## config.mk

```make
export PLATFORM = sky130hd
export DESIGN_NAME = lpffir_sym_pipe_flat
export DESIGN_NICKNAME = d
export VERILOG_FILES = /design/src/rtl/lpffir_sym_pipe_pkg.sv /design/src/rtl/lpffir_sym_pipe_if.sv /design/src/rtl/lpffir_sym_pipe_preadd.sv /design/src/rtl/lpffir_sym_pipe.sv /design/src/flat_wrapper.sv
export SDC_FILE = /design/constraint.sdc
export NUM_CORES = 1
export LEC_CHECK = 0
export ABC_AREA = 1
export CAP_MARGIN = 40
export CORE_UTILIZATION = 49
export CTS_CLUSTER_SIZE = 24
export DETAILED_ROUTE_END_ITERATION = 8
export PLACE_DENSITY_LB_ADDON = 0.1
export SYNTH_ARGS = -nofsm -noshare
export SYNTH_HDL_FRONTEND = slang
export SYNTH_SLANG_ARGS = --single-unit
```

## constraint.sdc

```tcl
create_clock -name clk_i -period 3.9 [get_ports clk_i]
set_clock_uncertainty 0.2 [all_clocks]
set_input_delay 0.78 -clock clk_i [delete_from_list [all_inputs] [get_ports clk_i]]
set_output_delay 0.78 -clock clk_i [all_outputs]
set_load 0.01 [all_outputs]
```

## src/rtl/lpffir_sym_pipe_pkg.sv

```systemverilog
// lpffir_pkg: shared constants and helpers for the symmetric FIR pipeline.
//   LPFFIR_LATENCY     accept-to-output latency in cycles when not stalled
//   NTAPS_D/DW_D/CW_D  default tap count, sample width, coefficient width
//   acc_width()        accumulator width of the adder tree
//   sat_rnd()          round-half-up right shift followed by clamping to dw bits
package lpffir_pkg;

    localparam int LPFFIR_LATENCY = 5;
    localparam int NTAPS_D        = 6;
    localparam int DW_D           = 16;
    localparam int CW_D           = 8;

    typedef struct packed {
        logic signed [63:0] val;
        logic               sat;
    } sat_rnd_t;

    function automatic int acc_width(input int dw, input int cw, input int ntaps);
        return dw + cw + 1 + $clog2(ntaps / 2);
    endfunction

    // The sum is carried in 64 bits so the helper serves any parameter set.
    function automatic sat_rnd_t sat_rnd(input logic signed [63:0] sum,
                                         input int shift, input int dw);
        logic signed [63:0] r;
        logic signed [63:0] hi;
        logic signed [63:0] lo;
        sat_rnd_t           res;
        if (shift > 0) begin
            r = (sum + (64'sd1 <<< (shift - 1))) >>> shift;
        end else begin
            r = sum;
        end
        hi = (64'sd1 <<< (dw - 1)) - 64'sd1;
        lo = -(64'sd1 <<< (dw - 1));
        res.val = r;
        res.sat = 1'b0;
        if (r > hi) begin
            res.val = hi;
            res.sat = 1'b1;
        end else if (r < lo) begin
            res.val = lo;
            res.sat = 1'b1;
        end
        return res;
    endfunction

endpackage

```

## src/rtl/lpffir_sym_pipe_if.sv

```systemverilog
// lpffir_sym_pipe_if: sample stream in and filtered stream out, valid/ready.
//   x_i, x_valid_i, x_ready_o   input sample handshake
//   y_o, y_valid_o, y_ready_i   output sample handshake
//   slave  : filter side      master : source/sink side
interface lpffir_sym_pipe_if
    import lpffir_pkg::*;
#(
    parameter int DW = DW_D
) ();

    logic [DW-1:0] x_i;
    logic          x_valid_i;
    logic          x_ready_o;
    logic [DW-1:0] y_o;
    logic          y_valid_o;
    logic          y_ready_i;

    modport slave (
        input  x_i, x_valid_i, y_ready_i,
        output x_ready_o, y_o, y_valid_o
    );

    modport master (
        output x_i, x_valid_i, y_ready_i,
        input  x_ready_o, y_o, y_valid_o
    );

endinterface

```

## src/rtl/lpffir_sym_pipe_preadd.sv

```systemverilog
// lpffir_preadd: registered symmetric pre-adder, NTAPS/2 lanes.
//   clk_i, rstn_i   clock, synchronous active-low reset
//   flush_i         clears the stage valid
//   adv_i           stage may load (pipeline not stalled)
//   d_i, v_i        delay line taps and their valid
//   p_o, v_o        p[j] = d[j] + d[NTAPS-1-j] (DW+1 bits) and its valid
module lpffir_preadd
    import lpffir_pkg::*;
#(
    parameter int NTAPS = NTAPS_D,
    parameter int DW    = DW_D
) (
    input  logic                       clk_i,
    input  logic                       rstn_i,
    input  logic                       flush_i,
    input  logic                       adv_i,
    input  logic                       v_i,
    input  logic [NTAPS-1:0][DW-1:0]   d_i,
    output logic [NTAPS/2-1:0][DW:0]   p_o,
    output logic                       v_o
);

    localparam int NH = NTAPS / 2;

    logic [NH-1:0][DW:0] p_d, p_q;
    logic                v_d, v_q;

    always_comb begin
        p_d = p_q;
        v_d = v_q;
        if (adv_i) begin
            v_d = v_i;
            for (int j = 0; j < NH; j++) begin
                p_d[j] = {d_i[j][DW-1], d_i[j]} +
                         {d_i[NTAPS-1-j][DW-1], d_i[NTAPS-1-j]};
            end
        end
        if (flush_i) begin
            v_d = 1'b0;
        end
    end

    always_ff @(posedge clk_i) begin
        if (!rstn_i) begin
            p_q <= '0;
            v_q <= 1'b0;
        end else begin
            p_q <= p_d;
            v_q <= v_d;
        end
    end

    assign p_o = p_q;
    assign v_o = v_q;

endmodule

```

## src/rtl/lpffir_sym_pipe.sv

```systemverilog
// lpffir_sym_pipe: pipelined linear-phase FIR with symmetric pre-add,
// signed coefficients, rounding right shift and output saturation.
//   clk_i, rstn_i   clock, synchronous active-low reset
//   en_i            0 stops accepting samples; the pipeline still drains
//   flush_i         clears delay line, stage valids and sat_o
//   bus (slave)     x_i/x_valid_i/x_ready_o in, y_o/y_valid_o/y_ready_i out
//   sat_o           sticky: some output was clamped
// Build option LPFFIR_COEF_PROG_EN adds coef_we_i/coef_addr_i/coef_data_i and a
// coefficient register file (reset value 1); without it every coefficient is 1.
// Pipeline: delay line -> S1 pre-add -> S2 multiply -> S3 sum -> S4 round/clamp.
module lpffir_sym_pipe
    import lpffir_pkg::*;
#(
    parameter int NTAPS = NTAPS_D,
    parameter int DW    = DW_D,
    parameter int CW    = CW_D,
    parameter int SHIFT = 0
) (
    input  logic                          clk_i,
    input  logic                          rstn_i,
    input  logic                          en_i,
    input  logic                          flush_i,
    lpffir_sym_pipe_if.slave              bus,
    output logic                          sat_o
`ifdef LPFFIR_COEF_PROG_EN
    ,
    input  logic                          coef_we_i,
    input  logic [$clog2(NTAPS/2)-1:0]    coef_addr_i,
    input  logic [CW-1:0]                 coef_data_i
`endif
);

    localparam int NH   = NTAPS / 2;
    localparam int MW   = DW + CW + 1;
    localparam int ACCW = acc_width(DW, CW, NTAPS);

    logic                      adv, x_ready, accept;
    logic [NTAPS-1:0][DW-1:0]  d_d, d_q;
    logic                      v0_d, v0_q;
    logic [NH-1:0][DW:0]       p;
    logic                      v1;
    logic [NH-1:0][MW-1:0]     m_d, m_q;
    logic                      v2_d, v2_q;
    logic signed [ACCW-1:0]    acc_d, acc_q;
    logic                      v3_d, v3_q;
    logic [DW-1:0]             y_d, y_q;
    logic                      y_valid_d, y_valid_q;
    logic                      sat_d, sat_q;
    logic [NH-1:0][CW-1:0]     coef;
    sat_rnd_t                  rnd;
    logic                      unused_rnd_hi;

`ifdef LPFFIR_COEF_PROG_EN
    logic [NH-1:0][CW-1:0] coef_d, coef_q;

    // Out-of-range addresses match no lane and are dropped.
    always_comb begin
        coef_d = coef_q;
        if (coef_we_i) begin
            for (int j = 0; j < NH; j++) begin
                if (32'(coef_addr_i) == j) begin
                    coef_d[j] = coef_data_i;
                end
            end
        end
    end

    // Coefficients survive flush; only reset returns them to 1.
    always_ff @(posedge clk_i) begin
        if (!rstn_i) begin
            coef_q <= {NH{CW'(1)}};
        end else begin
            coef_q <= coef_d;
        end
    end

    assign coef = coef_q;
`else
    assign coef = {NH{CW'(1)}};
`endif

    lpffir_preadd #(
        .NTAPS (NTAPS),
        .DW    (DW)
    ) u_preadd (
        .clk_i   (clk_i),
        .rstn_i  (rstn_i),
        .flush_i (flush_i),
        .adv_i   (adv),
        .v_i     (v0_q),
        .d_i     (d_q),
        .p_o     (p),
        .v_o     (v1)
    );

    always_comb begin
        // A held output blocks every stage, so the whole pipe moves as one.
        adv     = !(y_valid_q && !bus.y_ready_i);
        x_ready = en_i && adv && !flush_i && rstn_i;
        accept  = bus.x_valid_i && x_ready;

        d_d       = d_q;
        v0_d      = v0_q;
        m_d       = m_q;
        v2_d      = v2_q;
        acc_d     = acc_q;
        v3_d      = v3_q;
        y_d       = y_q;
        y_valid_d = y_valid_q;
        sat_d     = sat_q;
        rnd       = sat_rnd(64'(acc_q), SHIFT, DW);

        if (accept) begin
            d_d = {d_q[NTAPS-2:0], bus.x_i};
        end

        if (adv) begin
            v0_d = accept;
            v2_d = v1;
            for (int j = 0; j < NH; j++) begin
                m_d[j] = MW'($signed(p[j])) * MW'($signed(coef[j]));
            end
            v3_d  = v2_q;
            acc_d = '0;
            for (int j = 0; j < NH; j++) begin
                acc_d = acc_d + ACCW'($signed(m_q[j]));
            end
            y_valid_d = v3_q;
            // Bubbles carry stale data; only real results may touch y or sat.
            if (v3_q) begin
                y_d   = rnd.val[DW-1:0];
                sat_d = sat_q | rnd.sat;
            end
        end

        if (flush_i) begin
            d_d       = '0;
            v0_d      = 1'b0;
            v2_d      = 1'b0;
            v3_d      = 1'b0;
            y_valid_d = 1'b0;
            sat_d     = 1'b0;
        end
    end

    always_ff @(posedge clk_i) begin
        if (!rstn_i) begin
            d_q       <= '0;
            v0_q      <= 1'b0;
            m_q       <= '0;
            v2_q      <= 1'b0;
            acc_q     <= '0;
            v3_q      <= 1'b0;
            y_q       <= '0;
            y_valid_q <= 1'b0;
            sat_q     <= 1'b0;
        end else begin
            d_q       <= d_d;
            v0_q      <= v0_d;
            m_q       <= m_d;
            v2_q      <= v2_d;
            acc_q     <= acc_d;
            v3_q      <= v3_d;
            y_q       <= y_d;
            y_valid_q <= y_valid_d;
            sat_q     <= sat_d;
        end
    end

    assign unused_rnd_hi = ^rnd.val[63:DW];

    assign bus.x_ready_o = x_ready;
    assign bus.y_o       = y_q;
    assign bus.y_valid_o = y_valid_q;
    assign sat_o         = sat_q;

endmodule

```

## src/flat_wrapper.sv

```systemverilog
// flat-port wrapper written by rule: the top's interface ports become plain ports
module lpffir_sym_pipe_flat import lpffir_pkg::*;
#(
    parameter int NTAPS = NTAPS_D,
    parameter int DW    = DW_D,
    parameter int CW    = CW_D,
    parameter int SHIFT = 0
)
  (clk_i, rstn_i, en_i, flush_i, sat_o, bus_x_i, bus_x_valid_i, bus_y_ready_i, bus_x_ready_o, bus_y_o, bus_y_valid_o);
  lpffir_sym_pipe_if #(.DW(DW)) bus_i ();
  input  logic clk_i;
  input  logic rstn_i;
  input  logic en_i;
  input  logic flush_i;
  output logic sat_o;
  input wire logic [$bits(bus_i.x_i)-1:0] bus_x_i;
  input wire logic [$bits(bus_i.x_valid_i)-1:0] bus_x_valid_i;
  input wire logic [$bits(bus_i.y_ready_i)-1:0] bus_y_ready_i;
  output wire logic [$bits(bus_i.x_ready_o)-1:0] bus_x_ready_o;
  output wire logic [$bits(bus_i.y_o)-1:0] bus_y_o;
  output wire logic [$bits(bus_i.y_valid_o)-1:0] bus_y_valid_o;
  assign bus_i.x_i = bus_x_i;
  assign bus_i.x_valid_i = bus_x_valid_i;
  assign bus_i.y_ready_i = bus_y_ready_i;
  assign bus_x_ready_o = bus_i.x_ready_o;
  assign bus_y_o = bus_i.y_o;
  assign bus_y_valid_o = bus_i.y_valid_o;
  lpffir_sym_pipe #(.NTAPS(NTAPS), .DW(DW), .CW(CW), .SHIFT(SHIFT)) u_core (.clk_i(clk_i), .rstn_i(rstn_i), .en_i(en_i), .flush_i(flush_i), .bus(bus_i), .sat_o(sat_o));
endmodule
```

==> results of run 1 <==
-- synthesized netlist by cell type --
cell type,count
a21o_1,3
buf_6,5
nand2_1,357
or2_2,13
o211ai_1,10
clkinv_1,1
nand4_1,4
o31ai_1,1
buf_2,8
o21bai_1,15
nand2_2,1
inv_1,249
nor2_1,304
xnor2_1,13
o21ai_1,10
nand3b_1,4
o21ai_0,214
clkbuf_1,59
nor3_1,12
fa_1,21
dfxtp_1,239
clkinv_2,2
inv_2,1
xor2_1,7
buf_4,3
nor2_4,1
or2_1,1
ha_1,65
nand2b_1,1
nand2_4,1
nand3_1,114
a21oi_1,104
-- layer usage --
layer  GRT usage [%]  vias up  part of all wire (%)
met5               0        -                     0
met4            7.09        0                   2.6
met3            2.44       54                   2.8
met2            40.0      158                    46
met1            31.8     4988                    49
li1                -     5856                     -
-- worst max-delay path by stage --
stage                        from          endpoint  slack (ns)  depth (start not counted)
floorplan           u_core.m_q[1]  u_core.acc_q[17]        1.48                         12
global placement          flush_i     bus_x_ready_o        0.58                          6
detailed placement        flush_i     bus_x_ready_o        0.57                          6
CTS                       flush_i     bus_x_ready_o        0.56                          6
global route              flush_i     bus_x_ready_o        0.52                          6
finish                    flush_i     bus_x_ready_o        0.56                          6
-- critical path, delay by kind of cell --
family | cells | cell delay, ns
buffers and inverters | 3 | 1.06
AND/OR/NAND/NOR | 3 | 0.52
-- cell type report --
cell class | instances | area share [%]
sequential | 239 | 33.8
inverter | 253 | 6.74
clock buffer | 39 | 5.58
multi-input combinational | 1276 | 46.4
clock inverter | 5 | 0.530
tap | 330 | 2.92
timing repair buffer | 58 | 4.10
-- per-stage QoR --
step	util (%)	hold slack, ns	cells
after detailed placement	52.7	0.248	2156
after global routing	56.1	0.283	2200
after global placement	52.6	0.239	2155
final	56.1	0.251	2200
after CTS	56.1	0.255	2200
after floorplan	-	0.229	1843
-- registers in the layout, indices dropped and copies added, names as in the netlist, 16 cells and up --
name	cells
u_core.m_q	51
u_core.bus.y_o	16
u_core.acc_q	19
u_core.d_q	96
u_core.u_preadd.p_o	51
-- where the power goes --
part           leakage (nW)  switching (W)  internal (W)  total (W)
logic                  4.92       0.000141     0.0000854   0.000226
registers              1.93      0.0000213       0.00247    0.00249
clock network         0.429       0.000972       0.00152    0.00249
-- logic make-up after synthesis --
| family | count (synthesis) | synth area share, % |
|---|---|---|
| buffers and inverters | 328 | 10.2 |
| AO/OA/AOI/OAI | 357 | 14.7 |
| flip-flops | 239 | 37.9 |
| XOR/XNOR | 20 | 1.39 |
| AND/OR/NAND/NOR | 813 | 26.0 |
| adder cells (fa/ha/maj) | 86 | 9.76 |
==> results.json, run 1 <==
{
  "status": "complete, no violations",
  "antenna_cells": 0,
  "cpPeakStageDelay_ns": 0.56,
  "min_from": "u_core.v2_q",
  "syn_inst": 1843,
  "grt_overflow_total": 0,
  "period_needed_ns": 3.34,
  "yosysTopAreaCellShare_pct": 37.9,
  "rr_startpoint": "u_core.m_q[1]",
  "die_h_um": 163,
  "die_area_um2": 26400,
  "areaGrowthSynthToFinish_pct": 12.1,
  "synth_top_area_cell": "dfxtp_1",
  "cp_max_fo": 2,
  "worstMarginPinSlew_ns": 0.831,
  "drive_gt1_share_pct": 4.22,
  "setup-tns-final_ns": 0,
  "vias": 11100,
  "cts_sinks": 239,
  "ff_latch_area_um2": 4780,
  "cts.reportedPaths.clkPinSlew_ns": 0.05,
  "numCtsBuffers": 26,
  "grt_pass1_wl_um": 50500,
  "fillers": 2573,
  "power.leakage_nw": 7.27,
  "rsz0062_at_grt": "no",
  "r2r_end": "u_core.acc_q[17]",
  "ir_drop_mv": 0.412,
  "drt_first_pass_iters": 5,
  "drt_iter0_markers": 740,
  "yosysSeqAreaShare_pct": 37.9,
  "power_w": 0.00521,
  "dp_hpwl_um": 22600,
  "crit_required_ns": 2.92,
  "synth.distinct_cells": 32,
  "antenna_found_initial": 0,
  "viasPerCell": 5.03,
  "syn_area_um2": 12600,
  "max_freq_mhz": 300,
  "ys_ff_latch": 239,
  "cp_slowest_cell": "clkdlybuf4s50_1",
  "post-cts-setup-buffers": 0,
  "grt_max_degree": 96,
  "crit_top_cell": "clkdlybuf4s50_1",
  "synth_area_leaders": "dfxtp_1 38%, nand2_1 11%, nor2_1 9.0%",
  "rows": 58,
  "drc": 0,
  "grtUsageTotal_pct": 23.7,
  "hold_buffers": 0,
  "r2r_setup_slack_ns": 1.17,
  "insertion_delay_ns": 0.52,
  "mostFrequentLayoutCell": "nand2_1",
  "avgSynthCellArea_um2": 6.86,
  "wl_per_cell_um": 13.9,
  "ctsResizeCount": 0,
  "fin_area_um2": 14200,
  "hold_viol_final": 0,
  "crit_type": "in -> out",
  "crit_chain": "clkdlybuf4s50_1, or2_1, clkinv_2, nand2_2, nor2_4, clkdlybuf4s50_1",
  "finalNetCount": 1962,
  "routed_wl_um": 30700,
  "finalSetupViolations": 0,
  "clockBufferDepth": 3,
  "cellPowerDensity_nw_per_um2": 368,
  "r2r_cells": 12,
  "final-max-slew-violation-count": 0,
  "maxCapViolCount": 0,
  "fin_crit_sh_pct": 85.5,
  "most-common-layout-cells": "357 x nand2_1, 303 x nor2_1, 248 x inv_1",
  "multi_input_area_um2": 6570,
  "hold_class": "reg -> reg",
  "cts_tree": "done",
  "slew_headroom_pct": 44.4,
  "whs_endpoint": "u_core.v3_q",
  "start_util_pct": 50.0,
  "ant_nets": 0,
  "pin_count": 41,
  "critPathCaptureType": "output port",
  "cts_root_buf": "clkbuf_16",
  "place_ws_ns": 0.566,
  "post_dp_cell_area_um2": 13300,
  "grt_pass1_vias": 10100,
  "worstHoldPathCells": 2,
  "fin_ws_ns": 0.565,
  "ys_warn_count": 0,
  "fp.coreArea_um2": 25300,
  "worstPathArrival_ns": 2.36,
  "synth_fp_nets": 1951,
  "port_buffers": 40,
  "cp-start-kind": "input pin",
  "die_w_um": 163,
  "h-tree-depth": 1,
  "place_congestion": 0.922
}
Power figures use the tool's default switching activity.
==> run 2, diff against run 1 <==
Settings changed: ABC_AREA 1 to default, CTS_CLUSTER_DIAMETER from default to 60.
==> run 2 against run 1 <==
  * Cell count fell by 20%
  * Hold slack better by 0.0020 ns
  * Sequential share of layout area increased by 3.3 points
  * Synthesized area shrank 8.2%
  * Final area down 9.0%
==> results.json, run 2 <==
{
  "status": "complete, no violations",
  "drive_gt1_share_pct": 4.55,
  "fin_crit_sh_pct": 86.8,
  "syn_area_um2": 11600,
  "fillers": 2197,
  "h-tree-depth": 1,
  "period_needed_ns": 3.39,
  "largest_reg_flops": 96,
  "cts.reportedPaths.clkPinSlew_ns": 0.09,
  "synth_fp_nets": 1557,
  "final-max-slew-violation-count": 0,
  "cp_max_fo": 3,
  "crit_required_ns": 2.92,
  "worstPathArrival_ns": 2.41,
  "fp.coreArea_um2": 22900,
  "syn_inst": 1449,
  "ys.flop_type": "dfxtp_1",
  "antenna_found_initial": 0,
  "clockBufferDepth": 3,
  "setup-tns-final_ns": 0,
  "ys_top_cells_by_count": "405 x nand2_1, 243 x a21oi_1, 239 x dfxtp_1, 69 x clkbuf_1, 65 x ha_1",
  "die_area_um2": 24300,
  "grtUsageTotal_pct": 22.9,
  "maxCapViolCount": 0,
  "cts_root_buf": "clkbuf_16",
  "yosysTopAreaCellShare_pct": 41.3,
  "cts_sinks": 239,
  "viasPerCell": 5.48,
  "grt_max_degree": 102,
  "start_util_pct": 50.6,
  "rsz0062_at_grt": "no",
  "hold_buffers": 0,
  "die_h_um": 156,
  "areaGrowthSynthToFinish_pct": 11.2,
  "ys_ff_latch": 239,
  "finalNetCount": 1546,
  "synth_edf_count": 0,
  "grt_pass1_wl_um": 45200,
  "die_w_um": 156,
  "ctsResizeCount": 0,
  "crit_type": "in -> out",
  "max_freq_mhz": 295,
  "place_congestion": 0.825,
  "critPathCaptureType": "output port",
  "drt_iter0_markers": 671,
  "antenna_cells": 0,
  "vias": 9661,
  "cp_slowest_cell": "clkdlybuf4s50_1",
  "ff_latch_area_um2": 4780,
  "grt_pass1_vias": 8896,
  "numCtsBuffers": 19,
  "crit_chain": "clkdlybuf4s50_1, inv_4, nor2_1, and3_1, clkdlybuf4s50_1",
  "ant_nets": 0,
  "hold_class": "reg -> reg",
  "avgSynthCellArea_um2": 8.00,
  "synth_area_leaders": "dfxtp_1 41%, nand2_1 13%, a21oi_1 10%",
  "power.leakage_nw": 4.88,
  "crit_top_cell": "clkdlybuf4s50_1",
  "dp_hpwl_um": 19200,
  "pin_count": 41,
  "synth.distinct_cells": 67,
  "post-cts-setup-buffers": 0,
  "top_register": "u_core.d_q",
  "post-synth-top-count-cell": "nand2_1",
  "yosysSeqAreaShare_pct": 41.3,
  "multi_input_area_um2": 6400,
  "cellPowerDensity_nw_per_um2": 351,
  "ys_warn_count": 0,
  "mostFrequentLayoutCell": "nand2_1",
  "cpLargestDelayFamily": "buffers and inverters",
  "slew_headroom_pct": 44.8,
  "routed_wl_um": 27400,
  "critPathBufInv": 3,
  "cpPeakStageDelay_ns": 0.59,
  "power_w": 0.00453,
  "cts_tree": "done",
  "most-common-layout-cells": "404 x nand2_1, 243 x a21oi_1, 239 x dfxtp_1",
  "rows": 55,
  "drc": 0,
  "wl_per_cell_um": 15.5,
  "async_reset_ff_share_pct": 0,
  "insertion_delay_ns": 0.51,
  "hold_viol_final": 0,
  "ir_drop_mv": 0.321,
  "drt_first_pass_iters": 5,
  "utilization_pct": 56.3,
  "synth_top_area_cell": "dfxtp_1",
  "cp-start-kind": "input pin",
  "worstMarginPinSlew_ns": 0.828,
  "finalSetupViolations": 0,
  "port_buffers": 40,
  "grt_overflow_total": 0
}
run 2: path summary, 6_finish.rpt:
kind | cells after the start | slack (ns) | start | endpoint
max | 5 | 0.51 | rstn_i | bus_x_ready_o
max reg2reg | 10 | 0.75 | u_core.m_q[2] | u_core.acc_q[17]
min | 2 | 0.25 | u_core.u_preadd.p_o[38] | u_core.m_q[54]
min reg2reg | 2 | 0.25 | u_core.u_preadd.p_o[38] | u_core.m_q[54]
run 2: per-stage QoR:
step	cell area [µm²]	setup WS, ns	instances	hold slack (ns)
CTS	12900	0.514	1763	0.257
floorplan	11600	1.01	1449	0.226
global placement	12200	0.398	1727	0.237
detailed placement	12300	0.525	1730	0.245
finish	12900	0.513	1763	0.253
global route	12900	0.434	1763	0.268
run 2: cell type report:
type / instances / area share (%)
flip-flops and latches: 239 / 37.1
well taps: 313 / 3.04
repair buffers: 55 / 4.52
multi-input cells: 1097 / 49.7
clock buffers: 21 / 3.90
inverters: 26 / 0.776
clock inverters: 12 / 1.01
run 2: cells by family after synthesis:
family          synth area share [%]
compound gates                  20.6
fa+ha+maj                       10.6
mux                            0.345
xor+xnor                        2.42
flops                           41.3
simple gates                    21.0
buf+inv                         3.76
run 2: where the power goes:
| group | internal, W | total, W | switching [W] |
|---|---|---|---|
| sequential | 0.00244 | 0.00244 | 0.00000321 |
| clock | 0.000985 | 0.00198 | 0.000991 |
| combinational | 0.0000358 | 0.000112 | 0.0000762 |
run 2: layer usage:
metal / part of all wire (%) / wire [µm] / GRT usage, % / vias to the layer above
met3: 2.8 / 758 / 2.22 / 38
met5: 0 / 0 / 0 / -
met4: 2.9 / 784 / 6.68 / 0
met2: 45 / 12400 / 37.7 / 131
met1: 49 / 13400 / 31.8 / 4510
li1: - / - / - / 4982
run 2: tightest hold or removal path, stage by stage (launching register included):
cell     delay (ns)
dfxtp_1        0.32
nand2_1        0.05
a21oi_1        0.05
